$ cat src/rtl/song_sequencer.sv
// Autoplay scheduler: fetches song entries, times each note and its articulation gap.
// Define SONG_REPEAT_EN to loop the song from address 0 until stop.
module song_sequencer #(
    parameter int unsigned ADDR_W   = 6,
    parameter int unsigned NOTE_W   = 4,
    parameter int unsigned LEN_W    = 3,
    parameter int unsigned TICK_DIV = 100000,
    parameter int unsigned UNIT_MS  = 125,
    parameter int unsigned GAP_MS   = 20
) (
    input  logic              clk,
    input  logic              rst_n,
    input  logic              start,
    input  logic              pause,
    input  logic              stop,
    output logic              mem_req,
    output logic [ADDR_W-1:0] mem_addr,
    input  logic              mem_valid,
    input  logic [NOTE_W-1:0] mem_note,
    input  logic [1:0]        mem_oct,
    input  logic [LEN_W-1:0]  mem_len,
    output logic              tone_en,
    output logic [NOTE_W-1:0] tone_note,
    output logic [1:0]        tone_oct,
    output logic              playing,
    output logic [ADDR_W-1:0] song_pos,
    output logic              done
);

    localparam int unsigned DurMax = (1 << LEN_W) * UNIT_MS;
    localparam int unsigned CntMax = (DurMax > GAP_MS) ? DurMax : GAP_MS;
    localparam int unsigned CntW   = $clog2(CntMax + 1);
    localparam int unsigned PreW   = (TICK_DIV > 1) ? $clog2(TICK_DIV) : 1;

    typedef enum logic [2:0] {
        StIdle,
        StFetch,
        StPlay,
        StGap,
        StDone
    } state_e;

    state_e            state_q, state_d;
    logic [ADDR_W-1:0] addr_q, addr_d;
    logic [PreW-1:0]   pre_q, pre_d;
    // Shared down-counter: note duration in PLAY, gap length in GAP.
    logic [CntW-1:0]   cnt_q, cnt_d;
    logic [NOTE_W-1:0] note_q, note_d;
    logic [1:0]        oct_q, oct_d;
    logic              tick;
    logic              last_cnt;
    logic              advance;

    assign tick     = (pre_q == PreW'(TICK_DIV - 1));
    assign last_cnt = (cnt_q == CntW'(1));

    always_comb begin
        state_d = state_q;
        addr_d  = addr_q;
        pre_d   = pre_q;
        cnt_d   = cnt_q;
        note_d  = note_q;
        oct_d   = oct_q;
        advance = 1'b0;
        unique case (state_q)
            StIdle: begin
                if (start) begin
                    addr_d  = '0;
                    state_d = StFetch;
                end
            end
            StFetch: begin
                if (mem_valid) begin
                    if (&mem_note) begin
                        state_d = StDone;
                    end else begin
                        note_d  = mem_note;
                        oct_d   = mem_oct;
                        cnt_d   = CntW'((32'(mem_len) + 32'd1) * UNIT_MS);
                        pre_d   = '0;
                        state_d = StPlay;
                    end
                end
            end
            StPlay: begin
                if (!pause) begin
                    if (tick) begin
                        pre_d = '0;
                        cnt_d = cnt_q - CntW'(1);
                        if (last_cnt) begin
                            if (GAP_MS != 0) begin
                                cnt_d   = CntW'(GAP_MS);
                                state_d = StGap;
                            end else begin
                                advance = 1'b1;
                            end
                        end
                    end else begin
                        pre_d = pre_q + PreW'(1);
                    end
                end
            end
            StGap: begin
                if (!pause) begin
                    if (tick) begin
                        pre_d = '0;
                        cnt_d = cnt_q - CntW'(1);
                        if (last_cnt) begin
                            advance = 1'b1;
                        end
                    end else begin
                        pre_d = pre_q + PreW'(1);
                    end
                end
            end
            StDone: begin
`ifdef SONG_REPEAT_EN
                addr_d  = '0;
                state_d = StFetch;
`else
                state_d = StIdle;
`endif
            end
            default: state_d = StIdle;
        endcase

        // The last address ends the song rather than wrapping back to 0.
        if (advance) begin
            if (&addr_q) begin
                state_d = StDone;
            end else begin
                addr_d  = addr_q + ADDR_W'(1);
                state_d = StFetch;
            end
        end

        if (stop) begin
            state_d = StIdle;
        end
    end

    always_ff @(posedge clk) begin
        if (!rst_n) begin
            state_q <= StIdle;
            addr_q  <= '0;
            pre_q   <= '0;
            cnt_q   <= '0;
            note_q  <= '0;
            oct_q   <= '0;
        end else begin
            state_q <= state_d;
            addr_q  <= addr_d;
            pre_q   <= pre_d;
            cnt_q   <= cnt_d;
            note_q  <= note_d;
            oct_q   <= oct_d;
        end
    end

    assign mem_req   = (state_q == StFetch);
    assign mem_addr  = addr_q;
    assign song_pos  = addr_q;
    assign tone_en   = (state_q == StPlay) && (note_q != '0) && !pause;
    assign tone_note = note_q;
    assign tone_oct  = oct_q;
    assign playing   = (state_q != StIdle);
    assign done      = (state_q == StDone);

endmodule

$ cat config.mk
export PLATFORM = sky130hd
export DESIGN_NAME = song_sequencer
export DESIGN_NICKNAME = d
export VERILOG_FILES = /design/src/rtl/song_sequencer.sv
export SDC_FILE = /design/constraint.sdc
export NUM_CORES = 1
export LEC_CHECK = 0
export CAP_MARGIN = 20
export CORE_UTILIZATION = 40
export DETAILED_ROUTE_END_ITERATION = 8
export PLACE_DENSITY_LB_ADDON = 0.12
export SLEW_MARGIN = 30
export SYNTH_ARGS = -nofsm -noshare
export SYNTH_HDL_FRONTEND = slang
export SYNTH_SLANG_ARGS = --single-unit
$ cat constraint.sdc
create_clock -name clk -period 4.2 [get_ports clk]
set_input_delay 0.84 -clock clk [delete_from_list [all_inputs] [get_ports clk]]
set_output_delay 0.84 -clock clk [all_outputs]
set_load 0.02 [all_outputs]
# Word level (Yosys, flattened, before mapping)
# Index checks and enable logic that the tools add are counted.
# op_classes
bitwise	2
n_reduce_logical	16
add_sub_neg	4
shifts	0
n_lt_le_gt_ge	0
mul	1
eq_ne	19
mux	30
n_div	0
# op_table
op	count
10-bit two-way mux	7
17-bit two-way mux	4
17-bit case mux with 2 select lines	1
10-bit case mux with 3 select lines	1
3-bit two-way mux	8
6-bit two-way mux	4
17-bit by 1-bit adder with 17-bit output (second input constant)	1
17-bit == test (second input constant)	1
2-bit inequality test (second input constant)	7
3-bit inequality test (second input constant)	4
3-bit case mux with 4 select lines	1
6-bit AND reduction	2
10-bit by 1-bit == test with 1-bit output (second input constant)	1
4-bit by 7-bit multiplier with 10-bit output (second input constant)	1
10-bit by 1-bit subtractor with 10-bit output (second input constant)	1
4-bit AND reduction	2
7-bit AND reduction	1
6-bit by 1-bit adder with 6-bit output (second input constant)	1
3-bit by 2-bit == test with 1-bit output (second input constant)	2
3-bit nonzero test	2
3-bit by 1-bit adder with 4-bit output (second input constant)	1
1-bit two-way mux	4
4-bit nonzero test	1
2-bit OR reduction	2
other kinds (10)	12
# totals
input_bits	15
mem_bits_ro	0
latch_bits	0
reg_bits	42
ramBits	0
memories	0
word_cells	78

# Logic depth before layout (Yosys ltp)
# Gate-level depths: netlist of run 1.
# logic_depth
ltp_word	7
ltp_mapped	14

# Least setup slack after synthesis of run 1
# Ideal clock, no wire load.
# synth_timing
path_type	input-to-reg
from	in mem_len[0]
to	reg cnt_q[9]
stages	14
t_required_ns	4.065
setup_ns	0.135
t_arrival_ns	3.186
path_slack_ns	0.879
path_cell_list	ha_1 -> clkbuf_1 -> xnor2_1 -> ha_1 -> a21o_1 -> xor2_1 -> ha_1 -> ha_1 -> a21oi_1 -> o2bb2ai_1 -> a31oi_1 -> o21ai_0 -> mux2i_1 -> a41oi_1
# synth_via
elab_chain_cells	5
# synth_rtl
item	line_no	text
start: declaration	21	input logic [LEN_W-1:0] mem_len,
3-bit by 1-bit adder with 4-bit output	79	cnt_d = CntW'((32'(mem_len) + 32'd1) * UNIT_MS);
4-bit by 7-bit multiplier with 10-bit output	79	
10-bit two-way mux	74	if (&mem_note) begin
10-bit two-way mux	73	if (mem_valid) begin
10-bit case mux with 3 select lines	65	unique case (state_q)
end signal: assignment	154	cnt_q <= cnt_d;
end: declaration	47	logic [CntW-1:0] cnt_q, cnt_d;
# No other way between the ends. The select of a mux whose other input is x is not followed.
# A chain may end at the register's enable or synchronous reset.

# Worst setup path in the final report of run 1
# Same ends and word-level chain as after synthesis.

==> reports/metrics.yaml, run 1 <==
run_status:
  outcome: "finished clean"
global_routing:
  overflow: 0
  antenna_found_initial: 0
  grtUsageTotal_pct: 19.03
  grt_pass1_vias: 2333
  grt_pass1_wl_um: 11260
  grt_max_degree: 20
placed_design:
  portBuffers: 36
  dp_cells: 461
  pre_cts_slack_ns: 0.03097
  place_congestion: 0.8140
  hpwl_um: 4809
critical_path:
  crit_path_start: "mem_len[0]"
  path_delay_family: "adder cells"
  critPathKind: "input pin to register"
  slowest_stage: "clkdlybuf4s50_1"
  ff2ff_setup_slack_ns: 1.69
  required_ns: 4.39
  reg2reg_depth: 6
  slowest_delay_ns: 0.59
  worst-path-stages: 15
  cp-endpoint: "cnt_q[9]"
  end_kind: "register"
  rr_endpoint: "cnt_q[5]"
  cp_cell_sequence: "clkdlybuf4s50_1, inv_1, ha_1, inv_1, ha_1, a21o_1, xor2_1, ha_1, ha_1, a21oi_1, o2bb2ai_1, a31oi_1, o21ai_0, mux2i_1, a41oi_1"
  cpMostUsedCell: "ha_1"
  cp.arrival_ns: 4.04
  start_kind: "input pin"
  worst-path-buf-inv: 3
  reg2reg_from: "state_q[0]"
  crit_fanout: 6
sta:
  worst_pin_slew_ns: 0.8450
  hold_viol: 0
  setup_viol: 0
  rsz0062_at_grt: "no"
  tns_ns: 0
  fin_crit_ns: 3.852
  setup_slack_ns: 0.3478
  post-route-period-util_pct: 91.72
  relSlewSlack_pct: 43.55
  fin_worst_skew_ns: 0.009347
  fmax_mhz: 259.6
  finalMaxSlewViolations: 0
cts:
  clockBufferDepth: 2
  cts_resized: 0
  insertion_delay_ns: 0.31
  clock-root-buffer: "clkbuf_8"
  cts_hold_buf: 0
  clkSinkCount: 42
  clkTransAtPathRegs_ns: 0.09
  cts_tree: "yes"
  cts_setup_buffers: 0
  cts-htree-levels: 2
  numCtsBuffers: 5
layout:
  fill_cells: 685
  antenna_cells: 0
  areaGrowthSynthToFinish_pct: 18.07
  fin_cells: 469
  drive_gt1_share_pct: 6.702
  final_nets: 407
  seqCellArea_um2: 840.8
  multiInputGateArea_um2: 1856
yosys:
  synth_area_leader_cell: "dfxtp_1"
  syn_inst: 344
  syn_area_um2: 2860
  syn_area_per_cell_um2: 8.315
  synth_area_leaders: "dfxtp_1 (29%), ha_1 (7.9%), xor2_1 (4.6%), nand2_1 (4.1%), nor2_1 (3.9%)"
  ys_seq_elements: 42
  netlist.area_leader.share_pct: 29.40
  yosysSeqAreaShare_pct: 29.40
  synth_cell_types: 64
  async_flop_share_pct: 0
  syn_nets: 379
  yosys_warnings: 0
  ys.flop_type: "dfxtp_1"
  synth_edf_count: 0
drt:
  drtIter0Drc: 134
  ant_nets: 0
  routedWlPerCell_um: 14.20
  drtPass1Iterations: 4
  drc_errors: 0
  vias: 2535
  routed_wl_um: 6660
  vias_per_cell: 5.405
run:
  max-cap-violations: 0
pwr:
  powerDensity_nw_per_um2: 294.5
  ir_drop_v: 0.0001350
  power.leakage_nw: 1.315
hold_path:
  hold_class: "register to register"
floorplan:
  rows: 30
  die_width_um: 86.56
  dieHeight_um: 86.56
  core_um2: 6869
  initial_core_util_pct: 41.64
  io_pins: 37
  die_area_um2: 7493
==> worst min-delay path by stage <==
stage | end | start | cells past startpoint | slack (ns)
global route | tone_oct[0] | tone_oct[0] | 2 | 0.53
CTS | cnt_q[8] | cnt_q[8] | 2 | 0.50
global placement | cnt_q[8] | cnt_q[8] | 2 | 0.47
finish | cnt_q[8] | cnt_q[8] | 2 | 0.50
floorplan | cnt_q[8] | cnt_q[8] | 2 | 0.46
detailed placement | tone_oct[0] | tone_oct[0] | 2 | 0.49
==> state kept, by name, indices dropped and copies added (netlist names) <==
signal     count
pre_q         17
state_q        3
tone_note      4
cnt_q         10
mem_addr       6
tone_oct       2
==> cell type report <==
cell class,count,share of cell area (%)
Clock buffer,6,2.149
Timing Repair Buffer,39,11.34
Inverter,18,2.001
Clock inverter,2,1.112
Tap cell,96,3.557
Multi-Input combinational cell,266,54.95
Sequential cell,42,24.90
==> worst reg2reg max path, stage by stage (launching register included) <==
cell	delay (ns)
dfxtp_1	0.67
nor3b_4	0.38
a31oi_2	0.25
a211oi_4	0.60
o21ai_0	0.19
a22oi_1	0.25
nor2b_1	0.07
==> cells in the final DEF, fill, tap and decap left out, types with 10 or more instances in the layout <==
| cell type | n |
|---|---|
| nand2_1 | 31 |
| a21oi_1 | 15 |
| xnor2_1 | 10 |
| nand3_1 | 11 |
| ha_1 | 18 |
| o21ai_0 | 22 |
| nor2_1 | 30 |
| clkdlybuf4s50_1 | 36 |
| xor2_1 | 15 |
| inv_1 | 18 |
| nor3_1 | 12 |
| dfxtp_1 | 42 |
==> layer usage <==
| layer | up-vias | part of all wire, % | global-route usage, % |
|---|---|---|---|
| met5 | - | 0 | 0 |
| met4 | 0 | 0.95 | 4.697 |
| met3 | 6 | 3.9 | 3.143 |
| met2 | 52 | 42 | 28.86 |
| met1 | 1192 | 53 | 27.98 |
| li1 | 1285 | - | - |
==> synthesized netlist by cell type, drive strengths merged (10+ instances only) <==
master / n
xor2: 15
xnor2: 10
nand3: 13
ha: 18
dfxtp: 42
o21ai: 24
a21oi: 15
inv: 18
buf: 13
nor3: 12
nor2: 30
nand2: 31
==> cells by family (layout without fill, tap and decap cells) <==
kind of cell	count (synthesis)	in the layout	synth area share (%)
AO/OA/AOI/OAI	79	79	19.07
XOR/XNOR	25	25	7.655
adder cells (fa/ha/maj)	20	20	9.274
buffers and inverters	36	65	6.124
flip-flops	42	42	29.40
multiplexers	8	8	2.800
AND/OR/NAND/NOR	134	134	25.68
==> through the flow <==
step	utilization [%]	instance area, um^2	power [mW]	hold slack [ns]
after floorplan	-	2860	0.6081	0.4567
after global placement	47.40	3256	0.6699	0.4716
after detailed placement	47.56	3267	0.6704	0.4875
after CTS	49.16	3377	1.000	0.5009
after global routing	49.16	3377	1.050	0.5295
final	49.16	3377	0.9946	0.5015
==> power breakdown <==
group / total [mW] / leakage, nW / switching (mW) / internal [mW]
registers: 0.416 / 0.339 / 0.0106 / 0.405
clock network: 0.329 / 0.0514 / 0.151 / 0.178
logic: 0.250 / 0.924 / 0.134 / 0.116
No activity file was read; power rests on OpenSTA's default activity.
==> inputs of run 2 (changes only) <==
--- a/config.mk
+++ b/config.mk
@@ -6,7 +6,7 @@
 export NUM_CORES = 1
 export LEC_CHECK = 0
 export CAP_MARGIN = 20
-export CORE_UTILIZATION = 40
+export CORE_UTILIZATION = 45
 export DETAILED_ROUTE_END_ITERATION = 8
 export PLACE_DENSITY_LB_ADDON = 0.12
 export SLEW_MARGIN = 30
==> run 2 against run 1 <==
  * First-iteration DRC count up 1.5%
  * Largest cell class unchanged
  * Maximum frequency down 0.56%
  * Final cell count down 4.5%
  * Clock skew down 0.0025 ns
  * Highest routed layer unchanged
  * Largest power group unchanged
  * Clock-buffer cell count unchanged
  * Final area down 0.78%
  * Critical path depth unchanged
==> reports/metrics.yaml, run 2 (same netlist as run 1, synthesis figures left out) <==
global_routing:
  grt_pass1_wl_um: 10530
  grtUsageTotal_pct: 20.49
  antenna_found_initial: 0
  overflow: 0
  grt_max_degree: 20
  grt_pass1_vias: 2258
layout:
  largest_register: "pre_q"
  fill_cells: 585
  antenna_cells: 0
  final_common_cell: "dfxtp_1"
  final_nets: 407
  layout_common_cells: "dfxtp_1 (42), clkdlybuf4s50_1 (36), nand2_1 (31)"
  areaGrowthSynthToFinish_pct: 17.15
  drive_gt1_share_pct: 6.702
  seqCellArea_um2: 840.8
  largest_reg_flops: 17
  multiInputGateArea_um2: 1856
critical_path:
  ff2ff_setup_slack_ns: 1.74
  reg2reg_from: "cnt_q[0]"
  critPathKind: "input pin to register"
  start_kind: "input pin"
  required_ns: 4.38
  crit_path_start: "mem_len[0]"
  crit_fanout: 6
  end_kind: "register"
  reg2reg_depth: 7
  cp.arrival_ns: 4.06
  rr_endpoint: "mem_addr[5]"
pwr:
  power_frac_comb_pct: 25.8
  p_int_mw: 0.6999
  power.leakage_nw: 1.315
  p_switching_mw: 0.2916
  ir_drop_v: 0.0001450
  clock_power_share_pct: 32.3
  seq_power_share_pct: 41.9
  switching_share_pct: 29.41
  powerDensity_nw_per_um2: 295.9
cts:
  cts_resized: 0
  numCtsBuffers: 5
  clkSinkCount: 42
  cts_setup_buffers: 0
  cts_tree: "yes"
  insertion_delay_ns: 0.30
  clkTransAtPathRegs_ns: 0.08
  cts_hold_buf: 0
  clock-root-buffer: "clkbuf_8"
  cts-htree-levels: 2
  clockBufferDepth: 2
placed_design:
  pre_cts_slack_ns: 0.002880
  place_congestion: 0.8451
  portBuffers: 36
  hpwl_um: 4677
hold_path:
  hold_class: "register to register"
  hold_end: "cnt_q[8]"
  holdPathStages: 2
  worstHoldStart: "cnt_q[8]"
floorplan:
  initial_core_util_pct: 47.47
  core_um2: 6026
  rows: 28
  die_area_um2: 6679
  io_pins: 37
  die_width_um: 81.73
  dieHeight_um: 81.73
sta:
  post-route-period-util_pct: 92.23
  fin_worst_skew_ns: 0.006818
  tns_ns: 0
  setup_slack_ns: 0.3263
  hold_viol: 0
  relSlewSlack_pct: 42.57
  rsz0062_at_grt: "no"
  worst_pin_slew_ns: 0.8597
  setup_viol: 0
  fmax_mhz: 258.2
  fin_crit_ns: 3.874
  finalMaxSlewViolations: 0
drt:
  routed_wl_um: 6399
  drtPass1Iterations: 4
  ant_nets: 0
  drc_errors: 0
  drtIter0Drc: 136
  vias: 2526
  routedWlPerCell_um: 14.28
  vias_per_cell: 5.638
run_status:
  outcome: "finished clean"
run:
  max-cap-violations: 0
-- run 2: routing by layer --
metal  GRT usage (%)  part of all wire [%]  wire length (um)  vias to the layer above
li1                -                     -                 -                     1285
met1           28.14                    51              3291                     1173
met2           32.81                    42              2712                       61
met3           3.778                   5.1               327                        7
met4           5.263                   1.0                67                        0
met5               0                     0                 0                        -
-- run 2: power groups by stage --
stage / clock network (mW) / logic [mW] / registers [mW]
floorplan: 0 / 0.185 / 0.423
global placement: 0 / 0.247 / 0.424
detailed placement: 0 / 0.251 / 0.424
CTS: 0.331 / 0.254 / 0.415
global route: 0.345 / 0.288 / 0.417
finish: 0.321 / 0.256 / 0.415
-- run 2: critical path, stage by stage --
cell and delay [ns]:
clkdlybuf4s50_1 0.59, inv_1 0.09, ha_1 0.36, inv_1 0.09, ha_1 0.22, a21o_1 0.21
xor2_1 0.22, ha_1 0.27, ha_1 0.34, a21oi_1 0.16, o2bb2ai_1 0.10, a31oi_1 0.15
o21ai_0 0.13, mux2i_1 0.17, a41oi_1 0.11
-- run 2: metrics by stage --
stage	power [mW]	instance area (um^2)	hold WS (ns)	utilization, %	cells
finish	0.9916	3351	0.4963	55.61	448
detailed placement	0.6758	3241	0.4798	53.78	440
global route	1.050	3351	0.5331	55.61	448
global placement	0.6713	3229	0.4758	53.59	440
CTS	1.000	3351	0.4941	55.61	448
floorplan	0.6081	2860	0.4567	-	344
-- run 2: worst max-delay path by stage --
stage / end / slack (ns) / cells after the start
finish: cnt_q[9] / 0.33 / 15
CTS: cnt_q[9] / 0.32 / 15
global placement: cnt_q[9] / 0.18 / 15
global route: cnt_q[9] / 0.06 / 15
detailed placement: cnt_q[9] / 0.003 / 15
floorplan: cnt_q[9] / 0.88 / 14
-- run 2: layout make-up --
cell class	instances	share of cell area, %
multi-input cells	266	55.38
flip-flops and latches	42	25.09
repair buffers	39	11.43
well taps	75	2.801
clock buffers	6	2.166
inverters	18	2.016
clock inverters	2	1.120
